`src/rtl/mips_pkg.sv`:
```
// Shared types and constants for the MIPS-style front end.
// Latency: n/a (declarations only).
// Backpressure: n/a.
package mips_pkg;

   localparam int          WORD_W           = 32;
   localparam int          INSTR_BYTES      = 4;
   localparam logic [31:0] RESET_PC_DEFAULT = 32'h0000_0000;

   // One buffered fetch result: the instruction word and the address it came from.
   typedef struct packed {
      logic [WORD_W-1:0] instr;
      logic [WORD_W-1:0] pc;
   } fetch_entry_t;

   // Fetch targets are always word aligned; low address bits are discarded.
   function automatic logic [WORD_W-1:0] word_align(input logic [WORD_W-1:0] addr);
      return {addr[WORD_W-1:2], 2'b00};
   endfunction

endpackage

```
`src/rtl/fetch_fifo.sv`:
```
// Circular buffer of fetch entries between the memory response and decode.
// Latency: a push is visible at the head the cycle after the write edge.
// Backpressure: none internally; the producer must never push into a full buffer.
module fetch_fifo
   import mips_pkg::*;
#(
   parameter  int DEPTH = 2,
   localparam int PTR_W = (DEPTH > 1) ? $clog2(DEPTH) : 1,
   localparam int CNT_W = $clog2(DEPTH + 1)
) (
   input  logic             clk,
   input  logic             rst,
   input  logic             flush,
   input  logic             push,
   input  fetch_entry_t     push_data,
   input  logic             pop,
   output fetch_entry_t     head,
   output logic [CNT_W-1:0] count
);

   fetch_entry_t     mem [DEPTH];
   logic [PTR_W-1:0] wr_ptr;
   logic [PTR_W-1:0] rd_ptr;
   logic             do_push;
   logic             do_pop;

   // Pointers wrap explicitly so non-power-of-two depths work.
   function automatic logic [PTR_W-1:0] next_ptr(input logic [PTR_W-1:0] p);
      return (p == PTR_W'(DEPTH - 1)) ? '0 : p + 1'b1;
   endfunction

   assign do_push = push & ~flush & ~rst;
   assign do_pop  = pop & ~flush & ~rst & (count != '0);
   assign head    = mem[rd_ptr];

   // Storage array; contents need no reset because count gates visibility.
   always_ff @(posedge clk) begin
      if (do_push) begin
         mem[wr_ptr] <= push_data;
      end
   end

   // Pointer and occupancy bookkeeping; flush empties the buffer in one cycle.
   always_ff @(posedge clk) begin
      if (rst || flush) begin
         wr_ptr <= '0;
         rd_ptr <= '0;
         count  <= '0;
      end else begin
         if (do_push) wr_ptr <= next_ptr(wr_ptr);
         if (do_pop)  rd_ptr <= next_ptr(rd_ptr);
         case ({do_push, do_pop})
            2'b10:   count <= count + 1'b1;
            2'b01:   count <= count - 1'b1;
            default: count <= count;
         endcase
      end
   end

   // The issue logic upstream must keep occupancy bounded; an overflow is a design bug.
   a_no_overflow : assert property (@(posedge clk) disable iff (rst)
      !(push && !pop && !flush && (count == CNT_W'(DEPTH))));

endmodule

```
`src/rtl/fetch_unit.sv`:
```
// Instruction fetch: issues word reads, buffers responses, hands {instr,pc,pc+4} to decode.
// Latency: request in cycle N, out_valid in N+2; redirect target appears at T+3.
// Backpressure: out_ready low fills the buffer, then imem_req stops until space frees.
module fetch_unit
   import mips_pkg::*;
#(
   parameter logic [31:0] RESET_PC = RESET_PC_DEFAULT,
   parameter int          DEPTH    = 2
) (
   input  logic        clk,
   input  logic        rst,
   input  logic        redirect_valid,
   input  logic [31:0] redirect_pc,
   output logic        imem_req,
   output logic [31:0] imem_addr,
   input  logic [31:0] imem_rdata,
   output logic        out_valid,
   input  logic        out_ready,
   output logic [31:0] out_instr,
   output logic [31:0] out_pc,
   output logic [31:0] out_pc4
);

   localparam int CNT_W = $clog2(DEPTH + 1);

   logic [31:0]      fetch_pc;
   logic [31:0]      pc_shadow;
   logic             inflight;
   logic [CNT_W-1:0] count;
   logic [CNT_W:0]   occupancy;
   logic             pop;
   logic             push;
   fetch_entry_t     push_data;
   fetch_entry_t     head;

   // Occupancy counts the outstanding response as already buffered, so a push never overflows.
   assign occupancy = {1'b0, count} + {{CNT_W{1'b0}}, inflight} - {{CNT_W{1'b0}}, pop};

   assign out_valid = ~rst & ~redirect_valid & (count != '0);
   assign pop       = out_valid & out_ready;
   assign imem_req  = ~rst & ~redirect_valid & (occupancy < (CNT_W + 1)'(DEPTH));
   assign imem_addr = fetch_pc;

   // A response is dropped when a redirect lands in the same cycle it returns.
   assign push      = inflight & ~redirect_valid & ~rst;
   assign push_data = '{instr: imem_rdata, pc: pc_shadow};

   // Head fields are forced to zero while reset is held so nothing stale leaks out.
   assign out_instr = rst ? 32'h0 : head.instr;
   assign out_pc    = rst ? 32'h0 : head.pc;
   assign out_pc4   = rst ? 32'h0 : head.pc + 32'(INSTR_BYTES);

   // Fetch PC, in-flight flag and the address shadow of the outstanding request.
   always_ff @(posedge clk) begin
      if (rst) begin
         fetch_pc  <= RESET_PC;
         inflight  <= 1'b0;
         pc_shadow <= 32'h0;
      end else if (redirect_valid) begin
         fetch_pc  <= word_align(redirect_pc);
         inflight  <= 1'b0;
      end else begin
         inflight <= imem_req;
         if (imem_req) begin
            pc_shadow <= fetch_pc;
            fetch_pc  <= fetch_pc + 32'(INSTR_BYTES);
         end
      end
   end

   fetch_fifo #(
      .DEPTH (DEPTH)
   ) u_fifo (
      .clk       (clk),
      .rst       (rst),
      .flush     (redirect_valid),
      .push      (push),
      .push_data (push_data),
      .pop       (pop),
      .head      (head),
      .count     (count)
   );

endmodule

```
`config.mk`:
```
export PLATFORM = sky130hd
export DESIGN_NAME = fetch_unit
export DESIGN_NICKNAME = d
export VERILOG_FILES = /design/src/rtl/mips_pkg.sv /design/src/rtl/fetch_fifo.sv /design/src/rtl/fetch_unit.sv
export SDC_FILE = /design/constraint.sdc
export NUM_CORES = 1
export LEC_CHECK = 0
export ABC_CLOCK_PERIOD_IN_PS = 8900
export CAP_MARGIN = 20
export CORE_ASPECT_RATIO = 0.6
export CORE_MARGIN = 5
export CORE_UTILIZATION = 41
export CTS_BUF_LIST = sky130_fd_sc_hd__clkbuf_16
export DETAILED_ROUTE_END_ITERATION = 16
export MAX_ROUTING_LAYER = met4
export PLACE_DENSITY = 0.78
export SLEW_MARGIN = 20
export SYNTH_ARGS = -nofsm -noshare
export SYNTH_HDL_FRONTEND = slang
export SYNTH_SLANG_ARGS = --single-unit
```
`constraint.sdc`:
```
create_clock -name clk -period 8.9 [get_ports clk]
set_input_delay 1.78 -clock clk [delete_from_list [all_inputs] [get_ports clk]]
set_output_delay 1.78 -clock clk [all_outputs]
set_load 0.005 [all_outputs]
```
**After elaboration in Yosys (flattened, before gate mapping)**

Memories as Yosys holds them, arrays and structs flattened. A register that Yosys moved wholly into a read port is not among the register bits.
Index checks and enable logic that the tools add are counted.

- Mux-type cells: 12
- Equal/unequal tests: 2
- Magnitude comparators: 1
- Bitwise gates (word level): 13
- Reduce and logical (&&, ||, !) cells: 6
- Add/subtract/negate cells: 8

Operators by type and width:

| operator | count |
|---|---|
| 32-bit 2-to-1 mux | 5 |
| 32-bit by 3-bit adder with 32-bit output, second input constant | 2 |
| 1-bit AND | 11 |
| 1-bit 2-to-1 mux | 6 |
| 2-bit nonzero test | 3 |
| 2-bit one-hot mux with 2 select lines | 1 |
| 2-bit by 1-bit adder with 3-bit output | 1 |
| 3-bit by 2-bit less-than comparator with 1-bit output, second input constant | 1 |
| 3-bit by 1-bit subtractor with 3-bit output | 1 |
| 1-bit adder, second input constant | 2 |
| 2-bit by 1-bit adder with 2-bit output, second input constant | 1 |
| 2-bit by 1-bit == test with 1-bit output, second input constant | 1 |
| 2-bit == test, second input constant | 1 |
| 1-bit inverter | 2 |
| 2-bit AND reduction | 1 |
| 2-bit OR reduction | 1 |
| 2-bit by 1-bit subtractor with 2-bit output, second input constant | 1 |
| 1-bit logical OR | 1 |

- Logic and storage cells: 50
- RAM bits: 128
- Register bits after elaboration: 69
- Memories kept: 1
- Output and inout port bits: 130
- Input port bits: 68

Memories:

| memory | depth | bits a word | read ports | clocked after memory_dff | wr ports | RTL line | text |
|---|---|---|---|---|---|---|---|
| u_fifo.mem | 2 | 64 | 1 | 1 | 1 | fetch_fifo.sv:21 | `fetch_entry_t mem [DEPTH];` |

**Logic depth before layout (Yosys ltp)**

Gate-level depths: netlist (run 1).

- Word-level depth: 9
- Depth in mapped cells: 14
- Mapped depth without buffers: 12

**Cells and area by module**

A second synthesis (run 1) with hierarchy kept.

- Cell total of the unflattened synthesis: 809
- Area total of the unflattened synthesis: 9049.9 sq um

By module, submodules not included:

| module | instances | area an instance (sq um) | cells an instance | seq. area each (sq um) |
|---|---|---|---|---|
| fetch_fifo | 1 | 4828.4 | 222 | 3943.8 |
| fetch_unit | 1 | 4221.5 | 587 | 1221.2 |

**Worst setup path after synthesis (run 1)**

OpenSTA, ideal clock, no wires.

- Path type: input to output
- Start point: input rst
- End point: output imem_req
- Stages on the path: 12
- Arrival: 4.323 ns
- Required time: 7.120 ns
- Path slack: 2.797 ns
- Buffers on the path: 4
- Path through: clkbuf_1 or2_2 clkbuf_1 nor2_1 and2_1 ha_1 nand2b_1 fa_1 clkbuf_1 nand3_2 inv_2 clkbuf_1

- Longest elaborated chain between the ends: 7

RTL lines:

| what | RTL line | text |
|---|---|---|
| start, declared | fetch_unit.sv:11 | `input logic rst,` |
| 1-bit inverter | fetch_unit.sv:39 | `assign out_valid = ~rst & ~redirect_valid & (count != '0);` |
| 1-bit AND (2 in a row) | fetch_unit.sv:39 |  |
| named net out_valid | fetch_unit.sv:17 | `output logic out_valid,` |
| 1-bit AND | fetch_unit.sv:40 | `assign pop = out_valid & out_ready;` |
| 3-bit by 1-bit subtractor with 3-bit output | fetch_unit.sv:37 | `assign occupancy = {1'b0, count} + {{CNT_W{1'b0}}, inflight} - {{CNT_W{1'b0}}, pop};` |
| 3-bit by 2-bit less-than comparator with 1-bit output | fetch_unit.sv:41 | `assign imem_req = ~rst & ~redirect_valid & (occupancy < (CNT_W + 1)'(DEPTH));` |
| 1-bit AND | fetch_unit.sv:41 |  |
| end, declared | fetch_unit.sv:14 | `output logic imem_req,` |

The timed path passes the listed nets, and every way through them passes these cells.

**Final worst setup path (run 1)**

- Start point: input redirect_valid
- End point: output imem_req

- Longest elaborated chain between the ends: 7

RTL lines:

| what | RTL line | text |
|---|---|---|
| start, declared | fetch_unit.sv:12 | `input logic redirect_valid,` |
| 1-bit inverter (no source line) * | - |  |
| 1-bit AND * | fetch_unit.sv:39, fetch_unit.sv:41 |  |
| 1-bit AND | fetch_unit.sv:39 |  |
| 1-bit AND | fetch_unit.sv:40 |  |
| 3-bit by 1-bit subtractor with 3-bit output | fetch_unit.sv:37 |  |
| 3-bit by 2-bit less-than comparator with 1-bit output | fetch_unit.sv:41 |  |
| 1-bit AND * | fetch_unit.sv:41 |  |

Mark *: on every way between the ends. The rest lies on a longest branch, timed or not.

==> metrics.log, run 1 <==
INFO  metric status = finished, final reports clean
INFO  metric p_seq_frac = 0.528
INFO  metric switching_power = between 0.4 and 0.5 mW
INFO  metric maximum_capacitance_violations = 0
INFO  metric globalRouteOverflowTotal = 0
INFO  metric detail_route.vias_per_cell = roughly 5.3
INFO  metric largest_net_degree_at_the_start_of_global_routing = just over 70
INFO  metric timing.final.max_slew_violations = 0
INFO  metric combinationalPowerShare = 0.076
INFO  metric final.setup.tns = 0 ns
INFO  metric min-delay-path-class = reg2reg
INFO  metric crit_arrival = 5.48 ns
INFO  metric gp_congestion = roughly 0.84
INFO  metric place_hpwl = ~16000 um
INFO  metric cp_slowest_cell = sky130_fd_sc_hd__clkdlybuf4s50_1
INFO  metric final_core_utilization = 0.542
INFO  metric row_count = 41
INFO  metric max-slew-margin-rel = 0.314
INFO  metric nNetsFinal = between 1000 and 1500
INFO  metric critical_path_buf_inv_count = 4
INFO  metric ranking_of_synthesized_cells_by_area = sky130_fd_sc_hd__edfxtp_1, sky130_fd_sc_hd__dfxtp_1, sky130_fd_sc_hd__mux2i_1, sky130_fd_sc_hd__nand2_1, sky130_fd_sc_hd__nor2_1
INFO  metric synth.yosys.warnings = 0
INFO  metric final_antenna_net_count = 0
INFO  metric antenna_cells = 0
INFO  metric timing.critical_path.cells = clkdlybuf4s50_1 > buf_4 > or2_2 > nor2_1 > and2_1 > ha_1 > nand2b_1 > fa_1 > xnor2_2 > nand3_2 > inv_2 > clkdlybuf4s50_1
INFO  metric synth.yosys.seq_area_share = 0.581
INFO  metric most_common_cell_in_the_netlist = sky130_fd_sc_hd__edfxtp_1
INFO  metric cts_buffers = 17
INFO  metric ios = 198
INFO  metric number_of_enable_type_register_cells_in_the_synthesized_netlist = 124
INFO  metric multi_input_comb_area = ~3400 um^2
INFO  metric timing.setup.critical_path_class = in2out
INFO  metric dieArea = about 24000 um^2
INFO  metric fmax = 138 MHz
INFO  metric tritoncts = done
INFO  metric floorplan.initialDensity = 0.415
INFO  metric cell_internal_pwr = between 1 and 1.5 mW
INFO  metric die_y = around 120 um
INFO  metric syn_area_per_cell = ~11 um^2
INFO  metric port_buffers = roughly 190
INFO  metric iteration_0_drc_count_of_the_detailed_router = between 600 and 700
INFO  metric critical_path.max_stage_delay = around 0.60 ns
INFO  metric hold_violations = 0
INFO  metric setup_violation_total_in_the_final_timing_report = 0
INFO  metric drt-total-wl = ~23000 um
INFO  metric final.period_utilization = 0.816
INFO  metric seqCellArea = roughly 5000 um^2
INFO  metric worst_setup_path_end_kind = primary output
INFO  metric synth.distinct_cells = 64
INFO  metric via_count = roughly 6700
INFO  metric yosys-top-cells-count = sky130_fd_sc_hd__edfxtp_1, sky130_fd_sc_hd__nand2_1, sky130_fd_sc_hd__nor2_1
INFO  metric cellLeakagePower = about 3.7 nW
INFO  metric p_total = roughly 1.9 mW
INFO  metric drive_above_1_share = 0.0663
INFO  metric fin_ws = about 1.6 ns
INFO  metric track_usage = 0.188
INFO  metric clock_sinks = 190
INFO  metric period_needed = a little over 7 ns
INFO  metric max_slew.worst_pin.slew = just over 1 ns
INFO  metric switching_power_share_of_the_total = 0.236
INFO  metric route.detailed.wl_per_inst = roughly 18 um
INFO  metric dp_slack = around 1.7 ns
INFO  metric clock-root-buffer = sky130_fd_sc_hd__clkbuf_16
INFO  metric yosysTopAreaCell = sky130_fd_sc_hd__edfxtp_1
INFO  metric mappedNetlistArea = just under 9000 um^2
INFO  metric rsz_0062_raised_after_global_routing = false
INFO  metric grt_pass1_vias = 6083
INFO  metric ctsLongestPathBuffers = 2
INFO  metric setup.worst_path.start_class = primary input
INFO  metric drt_first_pass_iters = 5
INFO  metric grt_pass1_wl = between 30000 and 40000 um
INFO  metric vdd_ir_drop_max = roughly 0.12 mV
INFO  metric cts_max_level = 4
INFO  metric worst_path_dominant_cell_family = buffers and inverters
INFO  metric postPlaceCellArea = 10700 um^2
INFO  metric cts_repair_resize_count = 0
INFO  metric cts.reportedPaths.clkPinSlew = about 0.07 ns
INFO  metric synthDominantCellAreaShare = 0.429
INFO  metric die-width = 198 um
INFO  metric clock_power_share = 0.396
INFO  metric postSynth.asyncResetShare = 0
INFO  metric clock_latency = about 0.44 ns
INFO  metric floorplan.core_area = roughly 21000 um^2
INFO  metric fillCellCount = around 1800
INFO  metric area.growth.synth_to_final = 30.7%
INFO  metric critical_path_peak_fanout = 32
INFO  metric cts_post_setup_buffers_inserted = 0
INFO  metric synth_cells = roughly 800
INFO  metric worst_ep_required_time = roughly 7 ns
INFO  metric finalClockSkew = just under 0.01 ns
INFO  metric drc = 0
INFO  metric yosys_register_bits = 190
INFO  metric timing.critical_path.mode_cell = sky130_fd_sc_hd__clkdlybuf4s50_1
INFO  metric fin_area = 11300 um^2
INFO  metric grt_antenna_before_repair = 0
INFO  metric ctsHoldBuffers = 0
INFO  metric synth_top_flop_cell = sky130_fd_sc_hd__edfxtp_1
INFO  metric pwr_density_cell = ~160 nW/um^2
## cell usage in the layout, fill, tap and decap left out, types with 18 or more instances in the layout
cell type	count
sky130_fd_sc_hd__clkdlybuf4s50_1	188
sky130_fd_sc_hd__edfxtp_1	124
sky130_fd_sc_hd__nand2_1	107
sky130_fd_sc_hd__nor2_1	97
sky130_fd_sc_hd__dfxtp_1	65
sky130_fd_sc_hd__mux2i_1	58
sky130_fd_sc_hd__a21oi_1	54
sky130_fd_sc_hd__xnor2_1	26
sky130_fd_sc_hd__nand3_1	19
sky130_fd_sc_hd__nor3_1	18
sky130_fd_sc_hd__clkbuf_16	18
## cell families after synthesis
group                      share of synthesized area
buffers and inverters                         0.0323
other                                       0.000432
adders and majority gates                    0.00807
and+or+nand+nor                                0.187
xor gates and xnor gates                      0.0352
muxes                                         0.0746
DFF                                            0.581
AOI/OAI and AO/OA                             0.0816
## sequential cells by signal, indices dropped and copies added (netlist names), named ones only
signal	flops
imem_addr	30
inflight	1
pc_shadow	30
u_fifo.count	2
u_fifo.mem	124
u_fifo.rd_ptr	1
u_fifo.wr_ptr	1
## worst paths after layout
path,slack (ns),depth (start not counted),startpoint,end
hold reg to reg,0.47,0,pc_shadow[30],u_fifo.mem[0][30]
setup / recovery,1.64,12,redirect_valid,imem_req
hold / removal,0.47,0,pc_shadow[30],u_fifo.mem[0][30]
setup reg to reg,5.34,12,u_fifo.count[1],imem_addr[25]
## stage by stage
step                hold WS, ns  std cells
global placement          0.434       1226
global route              0.494       1259
floorplan                 0.425        804
CTS                       0.474       1258
detailed placement        0.456       1226
finish                    0.468       1259
## worst register-to-register path, delay by kind of cell, from the launching register on
family                   cells  cell delay, ns
AO/OA/AOI/OAI                1            0.16
XOR/XNOR                     1            0.43
adder cells (fa/ha/maj)      2            0.63
buffers and inverters        1            0.29
flip-flops                   1            0.49
AND/OR/NAND/NOR              7            1.50
## cell type report
| type | instances | share of cell area |
|---|---|---|
| Clock buffer | 18 | 0.0397 |
| Clock inverter | 14 | 0.0108 |
| Inverter | 6 | 0.00198 |
| Multi-Input combinational cell | 555 | 0.298 |
| Sequential cell | 190 | 0.445 |
| Tap cell | 279 | 0.0308 |
| Timing Repair Buffer | 197 | 0.174 |
## power groups by stage
stage / Sequential (mW) / Combinational (mW) / Clock (mW)
global route: 0.982 / 0.154 / 0.792
detailed placement: 0.998 / 0.140 / 0
global placement: 0.998 / 0.137 / 0
CTS: 0.979 / 0.141 / 0.751
finish: 0.980 / 0.141 / 0.736
floorplan: 0.990 / 0.0581 / 0
## per-layer routing
metal,wire length (um),part of all wire,GRT usage
met5,0,0,-
met3,1900,0.084,0.0565
met2,8790,0.39,0.240
met4,114,0.0051,0.0271
met1,11700,0.52,0.295
No activity file was read; power rests on OpenSTA's default activity.
==> inputs of run 2 (changes only) <==
--- a/config.mk
+++ b/config.mk
@@ -5,7 +5,7 @@
 export SDC_FILE = /design/constraint.sdc
 export NUM_CORES = 1
 export LEC_CHECK = 0
-export ABC_CLOCK_PERIOD_IN_PS = 8900
+export ABC_CLOCK_PERIOD_IN_PS = 6000
 export CAP_MARGIN = 20
 export CORE_ASPECT_RATIO = 0.6
 export CORE_MARGIN = 5
@@ -13,7 +13,7 @@
 export CTS_BUF_LIST = sky130_fd_sc_hd__clkbuf_16
 export DETAILED_ROUTE_END_ITERATION = 16
 export MAX_ROUTING_LAYER = met4
-export PLACE_DENSITY = 0.78
+export PLACE_DENSITY = 0.81
 export SLEW_MARGIN = 20
 export SYNTH_ARGS = -nofsm -noshare
 export SYNTH_HDL_FRONTEND = slang
==> constraint.sdc (replaced) <==
create_clock -name clk -period 6 [get_ports clk]
set_input_delay 1.2 -clock clk [delete_from_list [all_inputs] [get_ports clk]]
set_output_delay 1.2 -clock clk [all_outputs]
set_load 0.005 [all_outputs]
==> metrics.log, run 2 (same netlist as run 1, synthesis figures left out) <==
INFO  metric postPlaceCellArea = roughly 11000 um^2
INFO  metric fillCellCount = around 1800
INFO  metric clock_power_share = 0.395
INFO  metric drt_first_pass_iters = 5
INFO  metric final.period_utilization = 0.888
INFO  metric setup_violation_total_in_the_final_timing_report = 0
INFO  metric max_flop_register = u_fifo.mem
INFO  metric clock_sinks = 190
INFO  metric final_antenna_net_count = 0
INFO  metric cts.reportedPaths.clkPinSlew = around 0.07 ns
INFO  metric vdd_ir_drop_max = about 0.22 mV
INFO  metric fin_ws = about 0.67 ns
INFO  metric via_count = between 6000 and 7000
INFO  metric route.detailed.wl_per_inst = 18.2 um
INFO  metric nNetsFinal = approximately 1000
INFO  metric switching_power = ~0.65 mW
INFO  metric globalRouteOverflowTotal = 0
INFO  metric status = finished, final reports clean
INFO  metric period_needed = between 5 and 6 ns
INFO  metric hold_violations = 0
INFO  metric detail_route.vias_per_cell = about 5.3
INFO  metric die_y = around 120 um
INFO  metric finalClockSkew = between 0.01 and 0.015 ns
INFO  metric tritoncts = done
INFO  metric maximum_capacitance_violations = 0
INFO  metric cts_repair_resize_count = 0
INFO  metric largest_register_ffs = ~120
INFO  metric ctsLongestPathBuffers = 2
INFO  metric drive_above_1_share = 0.0691
INFO  metric min-delay-path-class = reg2reg
INFO  metric grt_pass1_wl = between 30000 and 40000 um
INFO  metric iteration_0_drc_count_of_the_detailed_router = 590
INFO  metric track_usage = 0.192
INFO  metric grt_pass1_vias = ~6400
INFO  metric max-slew-margin-rel = 0.360
INFO  metric cts_buffers = 17
INFO  metric clock-root-buffer = sky130_fd_sc_hd__clkbuf_16
INFO  metric critical_path_peak_fanout = 51
INFO  metric drc = 0
INFO  metric timing.setup.critical_path_class = reg2out
INFO  metric dieArea = 24300 um^2
INFO  metric layout_commonest_cell = sky130_fd_sc_hd__clkdlybuf4s50_1
INFO  metric row_count = 41
INFO  metric worst_ep_required_time = between 4 and 5 ns
INFO  metric cts_max_level = 4
INFO  metric worstHoldPathCells = 0
INFO  metric largest_net_degree_at_the_start_of_global_routing = 93
INFO  metric final_cell_mix = sky130_fd_sc_hd__clkdlybuf4s50_1, sky130_fd_sc_hd__edfxtp_1, sky130_fd_sc_hd__nand2_1, sky130_fd_sc_hd__nor2_1, sky130_fd_sc_hd__dfxtp_1
INFO  metric timing.final.max_slew_violations = 0
INFO  metric fmax = 188 MHz
INFO  metric combinationalPowerShare = 0.077
INFO  metric antenna_cells = 0
INFO  metric cts_post_setup_buffers_inserted = 0
INFO  metric ctsHoldBuffers = 0
INFO  metric crit_arrival = approximately 4.1 ns
INFO  metric switching_power_share_of_the_total = 0.236
INFO  metric cellLeakagePower = 3.74 nW
INFO  metric fin_area = 11400 um^2
INFO  metric p_seq_frac = 0.528
INFO  metric ios = between 150 and 200
INFO  metric dp_slack = between 0.7 and 0.8 ns
INFO  metric port_buffers = between 150 and 200
INFO  metric cell_internal_pwr = between 2 and 2.5 mW
INFO  metric gp_congestion = 0.865
INFO  metric worst_setup_path_end_kind = primary output
INFO  metric rr_worst_depth = 12
INFO  metric pwr_density_cell = between 200 and 250 nW/um^2
INFO  metric drt-total-wl = approximately 23000 um
INFO  metric place_hpwl = around 16000 um
INFO  metric clock_latency = 0.44 ns
INFO  metric rsz_0062_raised_after_global_routing = false
INFO  metric area.growth.synth_to_final = 31.1%
INFO  metric floorplan.initialDensity = 0.415
INFO  metric setup.worst_path.start_class = flip-flop
INFO  metric grt_antenna_before_repair = 0
INFO  metric die-width = between 150 and 200 um
INFO  metric floorplan.core_area = 20900 um^2
INFO  metric final.setup.tns = 0 ns
INFO  metric max_slew.worst_pin.slew = ~0.96 ns
[run 2: cell types whose count changed in the layout (fill, tap and decap cells not counted)]
cell	before	now
sky130_fd_sc_hd__buf_4	8	12
sky130_fd_sc_hd__clkinv_1	1	2
sky130_fd_sc_hd__clkinv_2	2	1
sky130_fd_sc_hd__clkinv_4	5	3
sky130_fd_sc_hd__clkinv_8	0	1
sky130_fd_sc_hd__clkinvlp_4	0	1
sky130_fd_sc_hd__inv_6	2	3
sky130_fd_sc_hd__inv_8	4	3
[run 2: worst paths after layout]
check / start / to / slack, ns
min reg2reg: pc_shadow[8] / u_fifo.mem[1][8] / 0.46
max: flip-flop / out_pc4[30] / 0.67
min: pc_shadow[8] / u_fifo.mem[1][8] / 0.46
max reg2reg: u_fifo.count[1] / imem_addr[27] / 2.71
[run 2: final cells by class]
type,count,area [um^2],area share
well taps,279,349,0.0307
inverters,6,22.5,0.00198
clock buffers,18,450,0.0396
repair buffers,201,2000,0.176
multi-input cells,555,3390,0.297
clock inverters,14,125,0.0110
flip-flops and latches,190,5050,0.444
[run 2: per-stage QoR]
stage | util | total power, mW | hold slack, ns | instances
after global routing | 0.544 | 2.86 | 0.465 | 1263
final | 0.544 | 2.75 | 0.458 | 1263
after global placement | 0.515 | 1.69 | 0.435 | 1230
after detailed placement | 0.515 | 1.69 | 0.442 | 1230
after floorplan | - | 1.56 | 0.425 | 804
after CTS | 0.542 | 2.77 | 0.457 | 1262
[run 2: power by group through the flow]
stage                     sequential, mW  combinational (mW)  clock (mW)
after floorplan                     1.47              0.0863           0
after global placement              1.48               0.206           0
after detailed placement            1.48               0.210           0
after CTS                           1.45               0.211        1.11
after global routing                1.46               0.230        1.17
final                               1.45               0.212        1.09
[run 2: critical path, stage by stage, from the launching register on]
cell                              delay (ns)
sky130_fd_sc_hd__dfxtp_4                0.83
sky130_fd_sc_hd__mux2_2                 0.33
sky130_fd_sc_hd__ha_1                   0.25
sky130_fd_sc_hd__nand4_1                0.11
sky130_fd_sc_hd__o22ai_1                0.25
sky130_fd_sc_hd__nand4_1                0.54
sky130_fd_sc_hd__nor4_1                 0.54
sky130_fd_sc_hd__mux2_1                 0.35
sky130_fd_sc_hd__clkdlybuf4s50_1        0.45
[run 2: layer usage]
| metal | up-vias | global-route usage | routed length [um] |
|---|---|---|---|
| li1 | 3237 | - | - |
| met1 | 3177 | 0.295 | 11500 |
| met2 | 297 | 0.252 | 9210 |
| met3 | 16 | 0.0513 | 1930 |
| met4 | 0 | 0.0434 | 261 |
| met5 | - | - | 0 |
==> inputs of run 3 (changes only) <==
--- a/config.mk
+++ b/config.mk
@@ -5,15 +5,16 @@
 export SDC_FILE = /design/constraint.sdc
 export NUM_CORES = 1
 export LEC_CHECK = 0
-export ABC_CLOCK_PERIOD_IN_PS = 6000
+export ABC_CLOCK_PERIOD_IN_PS = 6600
 export CAP_MARGIN = 20
 export CORE_ASPECT_RATIO = 0.6
 export CORE_MARGIN = 5
 export CORE_UTILIZATION = 41
 export CTS_BUF_LIST = sky130_fd_sc_hd__clkbuf_16
 export DETAILED_ROUTE_END_ITERATION = 16
+export GPL_TIMING_DRIVEN = 0
 export MAX_ROUTING_LAYER = met4
-export PLACE_DENSITY = 0.81
+export PLACE_DENSITY = 0.78
 export SLEW_MARGIN = 20
 export SYNTH_ARGS = -nofsm -noshare
 export SYNTH_HDL_FRONTEND = slang
==> constraint.sdc (replaced) <==
create_clock -name clk -period 6.6 [get_ports clk]
set_input_delay 1.32 -clock clk [delete_from_list [all_inputs] [get_ports clk]]
set_output_delay 1.32 -clock clk [all_outputs]
set_load 0.005 [all_outputs]
==> metrics.log, run 3 (same netlist as run 1, synthesis figures left out) <==
INFO  metric status = finished, final reports clean
INFO  metric antenna_cells = 0
INFO  metric port_buffers = between 150 and 200
INFO  metric finalNonFillerCells = about 1300
INFO  metric cts_max_level = 4
INFO  metric setup_violation_total_in_the_final_timing_report = 0
INFO  metric drt-total-wl = 25200 um
INFO  metric crit_arrival = 5.03 ns
INFO  metric layout_commonest_cell = sky130_fd_sc_hd__clkdlybuf4s50_1
INFO  metric die_y = between 100 and 150 um
INFO  metric placed_cells = between 1000 and 1500
INFO  metric final.setup.tns = 0 ns
INFO  metric vdd_ir_drop_max = approximately 0.19 mV
INFO  metric final_antenna_net_count = 0
INFO  metric max_slew.worst_pin.slew = 0.955 ns
INFO  metric final_core_utilization = 0.556
INFO  metric period_needed = roughly 6.3 ns
INFO  metric fin_area = about 12000 um^2
INFO  metric clock-root-buffer = sky130_fd_sc_hd__clkbuf_16
INFO  metric critical_path_peak_fanout = 10
INFO  metric cts.reportedPaths.clkPinSlew = 0.07 ns
INFO  metric cts_buffers = 17
INFO  metric clock_sinks = 190
INFO  metric largest_register_ffs = approximately 120
INFO  metric globalRouteOverflowTotal = 0
INFO  metric drc = 0
INFO  metric hold_violations = 0
INFO  metric grt_pass1_wl = 38400 um
INFO  metric grt_pass1_vias = ~6700
INFO  metric tritoncts = done
INFO  metric place_hpwl = a little under 20000 um
INFO  metric ctsLongestPathBuffers = 2
INFO  metric drive_above_1_share = 0.0789
INFO  metric via_count = roughly 7000
INFO  metric max_flop_register = u_fifo.mem
INFO  metric timing.setup.critical_path_class = in2out
INFO  metric area.growth.synth_to_final = 34.1%
INFO  metric clock_latency = approximately 0.43 ns
INFO  metric largest_net_degree_at_the_start_of_global_routing = 33
INFO  metric track_usage = 0.212
INFO  metric dp_slack = 0.103 ns
INFO  metric cellLeakagePower = 3.88 nW
INFO  metric grt_antenna_before_repair = 0
INFO  metric final.period_utilization = 0.962
INFO  metric max-slew-margin-rel = 0.363
INFO  metric worst_setup_path_end_kind = primary output
INFO  metric detail_route.vias_per_cell = 5.39
INFO  metric worst_ep_required_time = around 5.3 ns
INFO  metric maximum_capacitance_violations = 0
INFO  metric postPlaceCellArea = between 10000 and 15000 um^2
INFO  metric die-width = just under 200 um
INFO  metric setup.worst_path.start_class = primary input
INFO  metric floorplan.core_area = around 21000 um^2
INFO  metric row_count = between 40 and 50
INFO  metric drt_first_pass_iters = 6
INFO  metric multi_input_comb_area = 3400 um^2
INFO  metric dieArea = around 24000 um^2
INFO  metric ios = approximately 200
INFO  metric min-delay-path-class = reg2reg
INFO  metric timing.final.max_slew_violations = 0
INFO  metric ctsHoldBuffers = 0
INFO  metric fillCellCount = 1813
INFO  metric fmax = around 160 MHz
INFO  metric finalClockSkew = 0.0153 ns
INFO  metric final_cell_mix = sky130_fd_sc_hd__clkdlybuf4s50_1, sky130_fd_sc_hd__edfxtp_1, sky130_fd_sc_hd__nand2_1, sky130_fd_sc_hd__nor2_1, sky130_fd_sc_hd__dfxtp_1
INFO  metric floorplan.initialDensity = 0.415
INFO  metric pwr_density_cell = around 220 nW/um^2
INFO  metric fin_ws = around 0.25 ns
INFO  metric nNetsFinal = between 1000 and 1500
INFO  metric rsz_0062_raised_after_global_routing = false
INFO  metric iteration_0_drc_count_of_the_detailed_router = 828
INFO  metric route.detailed.wl_per_inst = 19.3 um
INFO  metric gp_congestion = ~0.9
INFO  metric seqCellArea = approximately 5000 um^2
run 3: cell types whose count changed in the layout (fill, tap and decap cells not counted), sizes merged:
cell and change:
clkbuf +28, buf +15, clkinv -3, inv +3
bufinv +1, clkinvlp -1
run 3: critical path, stage by stage:
cell	delay [ns]
sky130_fd_sc_hd__clkdlybuf4s50_1	0.49
sky130_fd_sc_hd__or2_2	0.30
sky130_fd_sc_hd__clkbuf_1	0.17
sky130_fd_sc_hd__nor2_1	0.19
sky130_fd_sc_hd__and2_1	0.15
sky130_fd_sc_hd__ha_1	0.21
sky130_fd_sc_hd__nand2b_1	0.15
sky130_fd_sc_hd__fa_2	0.39
sky130_fd_sc_hd__xnor2_4	0.34
sky130_fd_sc_hd__nand3_2	0.22
sky130_fd_sc_hd__inv_2	0.16
sky130_fd_sc_hd__clkbuf_1	0.31
sky130_fd_sc_hd__clkdlybuf4s50_1	0.60
run 3: repair_timing:
item,in CTS,in global routing
endpoints found under the setup margin,0,1
resized for setup,0,2
setup buffers,0,0
run 3: final cells by class:
class | instances | area share
Tap cell | 279 | 0.0300
Timing Repair Buffer | 192 | 0.170
Inverter | 6 | 0.00193
Multi-Input combinational cell | 555 | 0.292
Sequential cell | 190 | 0.433
Buffer | 52 | 0.0218
Clock inverter | 14 | 0.0124
Clock buffer | 18 | 0.0387
run 3: worst paths after layout:
check                                     start                to  slack (ns)  cells after the start
worst max-delay path             redirect_valid          imem_req        0.25                     13
worst min-delay path               pc_shadow[3]  u_fifo.mem[0][3]        0.47                      0
worst max register to register  u_fifo.count[1]     imem_addr[25]        3.34                     11
worst min register to register     pc_shadow[3]  u_fifo.mem[0][3]        0.47                      0
run 3: metrics by stage:
step                      hold slack [ns]  power, mW
after floorplan                     0.425       1.41
after CTS                           0.469       2.57
final                               0.468       2.55
after detailed placement            0.455       1.55
after global placement              0.434       1.54
after global routing                0.483       2.64
run 3: routing by layer:
| layer | GRT usage | part of all wire | vias up |
|---|---|---|---|
| li1 | - | - | 3322 |
| met1 | 0.323 | 0.47 | 3337 |
| met2 | 0.286 | 0.41 | 363 |
| met3 | 0.0557 | 0.11 | 12 |
| met4 | 0.0353 | 0.0056 | 0 |
| met5 | - | 0 | - |
run 3: power breakdown:
group          internal (mW)  switching [mW]  leakage, nW
sequential              1.29          0.0337         1.75
combinational          0.111          0.0945         1.83
clock                  0.557           0.469        0.298
